$ cat src/rtl/proc_param_if.sv
// Core-side bundle: fetch/run control, internal bus visibility and the req/ack memory port.
// The core attaches through master; the system side (memory, sequencer) through slave.
interface proc_param_if #(
  parameter int DATA_W = 16
);
  logic              Run;
  logic [DATA_W-1:0] DIN;
  logic              Done;
  logic [DATA_W-1:0] BusWires;
  logic [DATA_W-1:0] ADDR;
  logic [DATA_W-1:0] DOUT;
  logic              W;
  logic              MemReq;
  logic              MemAck;

  modport master (
    input  Run, DIN, MemAck,
    output Done, BusWires, ADDR, DOUT, W, MemReq
  );

  modport slave (
    output Run, DIN, MemAck,
    input  Done, BusWires, ADDR, DOUT, W, MemReq
  );
endinterface

$ cat src/rtl/proc_param.sv
// Parametrised multicycle processor: NREG x DATA_W register file, shared bus, full ALU
// and load/store over a registered req/ack memory port.
module proc_param #(
  parameter int DATA_W = 16,
  parameter int NREG   = 8
) (
  input  logic          Clock,
  input  logic          Resetn,
  proc_param_if.master  bus
);
  localparam int RW   = $clog2(NREG);
  localparam int IR_W = 4 + 2 * RW;
  localparam int SHW  = $clog2(DATA_W);

  localparam logic [3:0] OP_LD   = 4'd0;
  localparam logic [3:0] OP_ST   = 4'd1;
  localparam logic [3:0] OP_MVNZ = 4'd2;
  localparam logic [3:0] OP_MV   = 4'd3;
  localparam logic [3:0] OP_MVI  = 4'd4;
  localparam logic [3:0] OP_ADD  = 4'd5;
  localparam logic [3:0] OP_SUB  = 4'd6;
  localparam logic [3:0] OP_OR   = 4'd7;
  localparam logic [3:0] OP_SLT  = 4'd8;
  localparam logic [3:0] OP_SLL  = 4'd9;
  localparam logic [3:0] OP_SRL  = 4'd10;

  typedef enum logic [2:0] {T0, T1, T2, T3, MW} state_t;
  typedef enum logic [2:0] {BUS_NONE, BUS_RX, BUS_RY, BUS_DIN, BUS_G} bus_sel_t;

  state_t            state;
  state_t            state_nxt;
  bus_sel_t          bus_sel;

  logic [DATA_W-1:0] regs [NREG];
  logic [DATA_W-1:0] a;
  logic [DATA_W-1:0] g;
  logic [IR_W-1:0]   ir;
  logic [DATA_W-1:0] addr;
  logic [DATA_W-1:0] dout;
  logic              w;
  logic              mem_req;

  logic [3:0]        opc;
  logic [RW-1:0]     x_idx;
  logic [RW-1:0]     y_idx;
  logic [DATA_W-1:0] rx_val;
  logic [DATA_W-1:0] ry_val;
  logic [DATA_W-1:0] bus_val;
  logic              is_alu;
  logic              done;
  logic              rx_we;
  logic              a_we;
  logic              g_we;
  logic              mem_start;

  function automatic logic [DATA_W-1:0] alu(
    input logic [3:0]        op,
    input logic [DATA_W-1:0] lhs,
    input logic [DATA_W-1:0] rhs
  );
    logic signed [DATA_W-1:0] s_lhs;
    logic signed [DATA_W-1:0] s_rhs;
    logic                     lt;
    s_lhs = lhs;
    s_rhs = rhs;
    lt    = (s_lhs < s_rhs);
    case (op)
      OP_ADD:  alu = lhs + rhs;
      OP_SUB:  alu = lhs - rhs;
      OP_OR:   alu = lhs | rhs;
      OP_SLT:  alu = {{(DATA_W-1){1'b0}}, lt};
      OP_SLL:  alu = lhs << rhs[SHW-1:0];
      OP_SRL:  alu = lhs >> rhs[SHW-1:0];
      default: alu = '0;
    endcase
  endfunction

  assign opc    = ir[IR_W-1 -: 4];
  assign x_idx  = ir[2*RW-1 -: RW];
  assign y_idx  = ir[RW-1:0];
  assign rx_val = regs[x_idx];
  assign ry_val = regs[y_idx];
  assign is_alu = (opc >= OP_ADD) && (opc <= OP_SRL);

  // Control: every register write in the core takes its data from the bus.
  always_comb begin
    state_nxt = state;
    bus_sel   = BUS_NONE;
    done      = 1'b0;
    rx_we     = 1'b0;
    a_we      = 1'b0;
    g_we      = 1'b0;
    mem_start = 1'b0;
    case (state)
      T0: begin
        if (bus.Run) state_nxt = T1;
      end
      T1: begin
        case (opc)
          OP_LD: begin
            bus_sel   = BUS_RY;
            mem_start = 1'b1;
            state_nxt = MW;
          end
          OP_ST: begin
            bus_sel   = BUS_RX;
            mem_start = 1'b1;
            state_nxt = MW;
          end
          OP_MVNZ: begin
            bus_sel   = BUS_RY;
            rx_we     = (g != '0);
            done      = 1'b1;
            state_nxt = T0;
          end
          OP_MV: begin
            bus_sel   = BUS_RY;
            rx_we     = 1'b1;
            done      = 1'b1;
            state_nxt = T0;
          end
          OP_MVI: begin
            bus_sel   = BUS_DIN;
            rx_we     = 1'b1;
            done      = 1'b1;
            state_nxt = T0;
          end
          default: begin
            if (is_alu) begin
              bus_sel   = BUS_RX;
              a_we      = 1'b1;
              state_nxt = T2;
            end else begin
              done      = 1'b1;
              state_nxt = T0;
            end
          end
        endcase
      end
      T2: begin
        g_we      = 1'b1;
        state_nxt = T3;
      end
      T3: begin
        bus_sel   = BUS_G;
        rx_we     = 1'b1;
        done      = 1'b1;
        state_nxt = T0;
      end
      MW: begin
        if (bus.MemAck) begin
          done      = 1'b1;
          state_nxt = T0;
          if (opc == OP_LD) begin
            bus_sel = BUS_DIN;
            rx_we   = 1'b1;
          end
        end
      end
      default: state_nxt = T0;
    endcase
  end

  always_comb begin
    bus_val = '0;
    case (bus_sel)
      BUS_RX:  bus_val = rx_val;
      BUS_RY:  bus_val = ry_val;
      BUS_DIN: bus_val = bus.DIN;
      BUS_G:   bus_val = g;
      default: bus_val = '0;
    endcase
  end

  // State and datapath registers; reset aborts any instruction and drops MemReq at once.
  always_ff @(posedge Clock or negedge Resetn) begin
    if (!Resetn) begin
      state   <= T0;
      ir      <= '0;
      a       <= '0;
      g       <= '0;
      addr    <= '0;
      dout    <= '0;
      w       <= 1'b0;
      mem_req <= 1'b0;
      for (int i = 0; i < NREG; i++) regs[i] <= '0;
    end else begin
      state <= state_nxt;
      if (state == T0 && bus.Run) ir <= bus.DIN[IR_W-1:0];
      if (rx_we) regs[x_idx] <= bus_val;
      if (a_we) a <= bus_val;
      if (g_we) g <= alu(opc, a, ry_val);
      if (mem_start) begin
        addr    <= ry_val;
        mem_req <= 1'b1;
        w       <= (opc == OP_ST);
        if (opc == OP_ST) dout <= bus_val;
      end
      if (state == MW && bus.MemAck) begin
        mem_req <= 1'b0;
        w       <= 1'b0;
      end
    end
  end

  assign bus.Done     = done;
  assign bus.BusWires = bus_val;
  assign bus.ADDR     = addr;
  assign bus.DOUT     = dout;
  assign bus.W        = w;
  assign bus.MemReq   = mem_req;
endmodule

$ cat src/flat_wrapper.sv
// flat-port wrapper written by rule: the top's interface ports become plain ports
module proc_param_flat 
#(
  parameter int DATA_W = 16,
  parameter int NREG   = 8
)
  (Clock, Resetn, bus_Run, bus_DIN, bus_MemAck, bus_Done, bus_BusWires, bus_ADDR, bus_DOUT, bus_W, bus_MemReq);
  proc_param_if #(.DATA_W(DATA_W)) bus_i ();
  input  logic Clock;
  input  logic Resetn;
  input wire logic [$bits(bus_i.Run)-1:0] bus_Run;
  input wire logic [$bits(bus_i.DIN)-1:0] bus_DIN;
  input wire logic [$bits(bus_i.MemAck)-1:0] bus_MemAck;
  output wire logic [$bits(bus_i.Done)-1:0] bus_Done;
  output wire logic [$bits(bus_i.BusWires)-1:0] bus_BusWires;
  output wire logic [$bits(bus_i.ADDR)-1:0] bus_ADDR;
  output wire logic [$bits(bus_i.DOUT)-1:0] bus_DOUT;
  output wire logic [$bits(bus_i.W)-1:0] bus_W;
  output wire logic [$bits(bus_i.MemReq)-1:0] bus_MemReq;
  assign bus_i.Run = bus_Run;
  assign bus_i.DIN = bus_DIN;
  assign bus_i.MemAck = bus_MemAck;
  assign bus_Done = bus_i.Done;
  assign bus_BusWires = bus_i.BusWires;
  assign bus_ADDR = bus_i.ADDR;
  assign bus_DOUT = bus_i.DOUT;
  assign bus_W = bus_i.W;
  assign bus_MemReq = bus_i.MemReq;
  proc_param #(.DATA_W(DATA_W), .NREG(NREG)) u_core (.Clock(Clock), .Resetn(Resetn), .bus(bus_i));
endmodule
$ cat config.mk
export PLATFORM = sky130hd
export DESIGN_NAME = proc_param_flat
export DESIGN_NICKNAME = d
export VERILOG_FILES = /design/src/rtl/proc_param_if.sv /design/src/rtl/proc_param.sv /design/src/flat_wrapper.sv
export SDC_FILE = /design/constraint.sdc
export NUM_CORES = 1
export LEC_CHECK = 0
export ABC_AREA = 1
export BUFFER_PORTS_ARGS = -buffer_cell sky130_fd_sc_hd__buf_2
export CORE_MARGIN = 3
export CORE_UTILIZATION = 27
export DETAILED_ROUTE_END_ITERATION = 7
export PLACE_DENSITY = 0.54
export SETUP_SLACK_MARGIN = 0.02
export SKIP_CTS_REPAIR_TIMING = 1
export SYNTH_ARGS = -nofsm -noshare
export SYNTH_HDL_FRONTEND = slang
export SYNTH_SLANG_ARGS = --single-unit
$ cat constraint.sdc
create_clock -name Clock -period 5.7 [get_ports Clock]
set_clock_uncertainty 0.2 [all_clocks]
set_input_delay 0.285 -clock Clock [delete_from_list [all_inputs] [get_ports Clock]]
set_output_delay 0.285 -clock Clock [all_outputs]
set_load 0.005 [all_outputs]
==> metrics.csv <==
metric,value,unit
worst_setup_path_start_kind,flop,
netlist_area,14200,µm²
grt_use_total,0.198,
maxCapViolCount,0,
fin_crit,4.73,ns
r2r_slack,0.97,ns
insertion_delay,0.57,ns
async_flop_share,1.00,
fill_cells,5751,
synth_cells,2070,
worstMarginPinSlew,1.05,ns
synth_edf_count,0,
root_buffer,clkbuf_16,
start_util,0.275,
htree_levels,1,
crit_end,u_core.g[9]$_DFFE_PN0P_,
clk_pin_slew,0.06,ns
cpPeakStageDelay,0.84,ns
fp.dieW,236,µm
syn2layout_area_growth,13.0,%
leakage,8.28,nW
drc,0,
r2r_start,u_core.ir[2]$_DFFE_PN0P_,
antenna_found_initial,0,
tns,0,ns
synth_area_per_cell,6.87,µm²
grt_start_max_net_pins,125,
antennaDiodeCount,0,
slew_headroom,0.303,
synth_fp_nets,2141,
grt_pass1_wl,86.1,mm
cp_slowest_cell,dfrtp_1,
grt_pass1_vias,13600,
drv_slew,0,
numCtsBuffers,27,
worstSetupStartpoint,u_core.ir[2]$_DFFE_PN0P_,
final_antenna_net_count,0,
r2r_end,u_core.g[9]$_DFFE_PN0P_,
critPathArrivalTime,4.99,ns
ys.flop_type,dfrtp_1,
irDropWorstVdd,0.265,mV
max_freq,0.211,GHz
powerDensity,654,nW/µm²
cts.path.max_buffers,3,
synth_top_cell_by_area,dfrtp_1,
ys_top_cells_by_area,"dfrtp_1, nand2_1, nand3_1, ha_1, o21ai_0",
io_pins,71,
core_area,51700,µm²
worst-path-max-fanout,19,
synth_top_area_frac,0.364,
status,"finished, final reports clean",
layout.nets,2180,
synth-warning-count,0,
critPathKind,reg -> reg,
place.gp.congestion,0.972,
rsz0062_at_grt,false,
drt_iter0_markers,1575,
die_area,55500,µm²
vias,14600,
hold_viol_final,0,
finalCritPeriodShare,0.830,
overflow,0,
synth.distinct_cells,56,
path_cells,clkinv_1 > buf_4 > o21a_1 > ha_1 > nand2_1 > nor3_1 > nand2_1 > nand3_1 > nand2_1 > nand2_1 > nand2_1 > nand3_1 > nand2_1 > inv_1 > nand2_1 > nor2_1 > nand2_1 > nand2_1 > nand2_1,
cts_tree,yes,
io_buffers,70,
ys_seq_area_frac,0.364,
wl,57.1,mm
dpl.hpwl,41.1,mm
drt_pre_antenna_iters,5,
hold_class,in -> reg,
setup_viol,0,
ff2ff_path_depth,19,
crit_path_frequent_cell,nand2_1,
synth-seq-cells,207,
die_h,236,µm
via_per_inst,5.21,
multi_input_area,7720,µm²
post-route-util,0.311,
wire_per_inst,20.3,µm
crit_required,5.96,ns
ff_latch_area,5180,µm²
drive_gt1_frac,0.111,
num_rows,83,
clock-sinks,207,
endpoint_kind,flop,
==> cell families after synthesis <==
kind of cell,synth area share
XOR/XNOR,0.00123
multiplexers,0.000791
AO/OA/AOI/OAI,0.129
buffers and inverters,0.0934
AND/OR/NAND/NOR,0.366
adder cells (fa/ha/maj),0.0459
flip-flops,0.364
==> flip-flops by register name (all words and copies together), names as in the netlist <==
register	cells
u_core.state	3
u_core.ir	10
u_core.bus.W	1
u_core.bus.DOUT	16
u_core.a	16
u_core.g	16
u_core.bus.ADDR	16
u_core.bus.MemReq	1
u_core.regs	128
==> critical path, delay by kind of cell, from the launching register on <==
family          cells  cell delay, ns
flops               1            0.84
compound gates      1            0.39
fa+ha+maj           1            0.59
buf+inv             3            0.93
simple gates       14            1.64
==> placed cells by master, fill, tap and decap left out, types with 3 or more instances in the layout <==
| cell type | instances |
|---|---|
| nand2_1 | 768 |
| nand3_1 | 208 |
| dfrtp_1 | 206 |
| inv_1 | 153 |
| nor2_1 | 133 |
| o21ai_0 | 121 |
| a21oi_1 | 81 |
| buf_2 | 69 |
| o22ai_1 | 54 |
| ha_1 | 49 |
| buf_4 | 29 |
| clkbuf_16 | 27 |
| nand4_1 | 19 |
| o21a_1 | 18 |
| inv_2 | 17 |
| o21ai_1 | 16 |
| dlygate4sd3_1 | 14 |
| nand2_2 | 13 |
| or2_2 | 13 |
| nand3_2 | 12 |
| nor3_1 | 10 |
| nor4_2 | 9 |
| o211ai_1 | 6 |
| clkinv_2 | 6 |
| nor2_2 | 5 |
| clkbuf_1 | 5 |
| clkinv_1 | 4 |
| nor4_1 | 4 |
| bufinv_16 | 4 |
| a21boi_2 | 3 |
| nor3_2 | 3 |
| a22oi_2 | 3 |
| o21bai_1 | 3 |
| and2_1 | 3 |
| clkbuf_8 | 3 |
==> cell usage after synthesis, drive strengths merged, types with 2 or more instances <==
library cell and count:
nand2 783, nand3 222, dfrtp 207, inv 172, nor2 140, o21ai 139
a21oi 81, buf 77, o22ai 54, ha 49, clkbuf 27, nand4 20
o21a 19, nor3 13, nor4 13, or2 13, o211ai 6, a21boi 5
a22oi 4, clkinv 4, and2 3, o21bai 3, a221oi 2, fa 2
nand3b 2, o2111ai 2, xor2 2
==> metrics by stage <==
| stage | total power, W | setup slack, ns | std cells | hold slack, ns | area [µm²] |
|---|---|---|---|---|---|
| final | 0.0105 | 0.967 | 2809 | 0.0935 | 16100 |
| after global routing | 0.0113 | 0.728 | 2809 | 0.138 | 16100 |
| after CTS | 0.0104 | 1.05 | 2795 | -0.329 | 15900 |
| after detailed placement | 0.00853 | 1.09 | 2746 | 0.261 | 15000 |
| after global placement | 0.00851 | 1.04 | 2746 | 0.258 | 15000 |
| after floorplan | 0.00661 | 2.49 | 2070 | -0.211 | 14200 |
==> worst min-delay path by stage <==
stage | slack (ns) | to | startpoint | cells past startpoint
floorplan | -0.21 | u_core.a[0]$_DFFE_PN0P_ | Resetn | 0
global placement | 0.26 | u_core.bus.DOUT[13]$_DFFE_PN0P_ | u_core.bus.DOUT[13]$_DFFE_PN0P_ | 2
detailed placement | 0.26 | u_core.bus.DOUT[15]$_DFFE_PN0P_ | u_core.bus.DOUT[15]$_DFFE_PN0P_ | 2
CTS | -0.33 | u_core.bus.DOUT[5]$_DFFE_PN0P_ | Resetn | 1
global route | 0.14 | u_core.regs[46]$_DFFE_PN0P_ | bus_DIN[14] | 5
finish | 0.09 | u_core.regs[46]$_DFFE_PN0P_ | bus_DIN[14] | 5
==> metal layers <==
metal / global-route usage / share of wire
met5: 0 / 0
met4: 0.0654 / 0.035
met1: 0.274 / 0.43
met2: 0.322 / 0.46
met3: 0.0241 / 0.072
==> power by group <==
part           switching, W  total, W  internal, W
clock network      0.000723   0.00182      0.00109
logic               0.00447   0.00629      0.00182
registers          0.000446   0.00241      0.00196
total               0.00564    0.0105      0.00487
==> layout make-up <==
type / count / share of cell area
clock buffer: 35 / 0.0457
clock inverter: 14 / 0.0121
inverter: 176 / 0.0414
multi-input combinational: 1583 / 0.480
sequential: 207 / 0.322
tap: 680 / 0.0529
timing repair buffer: 114 / 0.0459
Power figures use the tool's default switching activity.
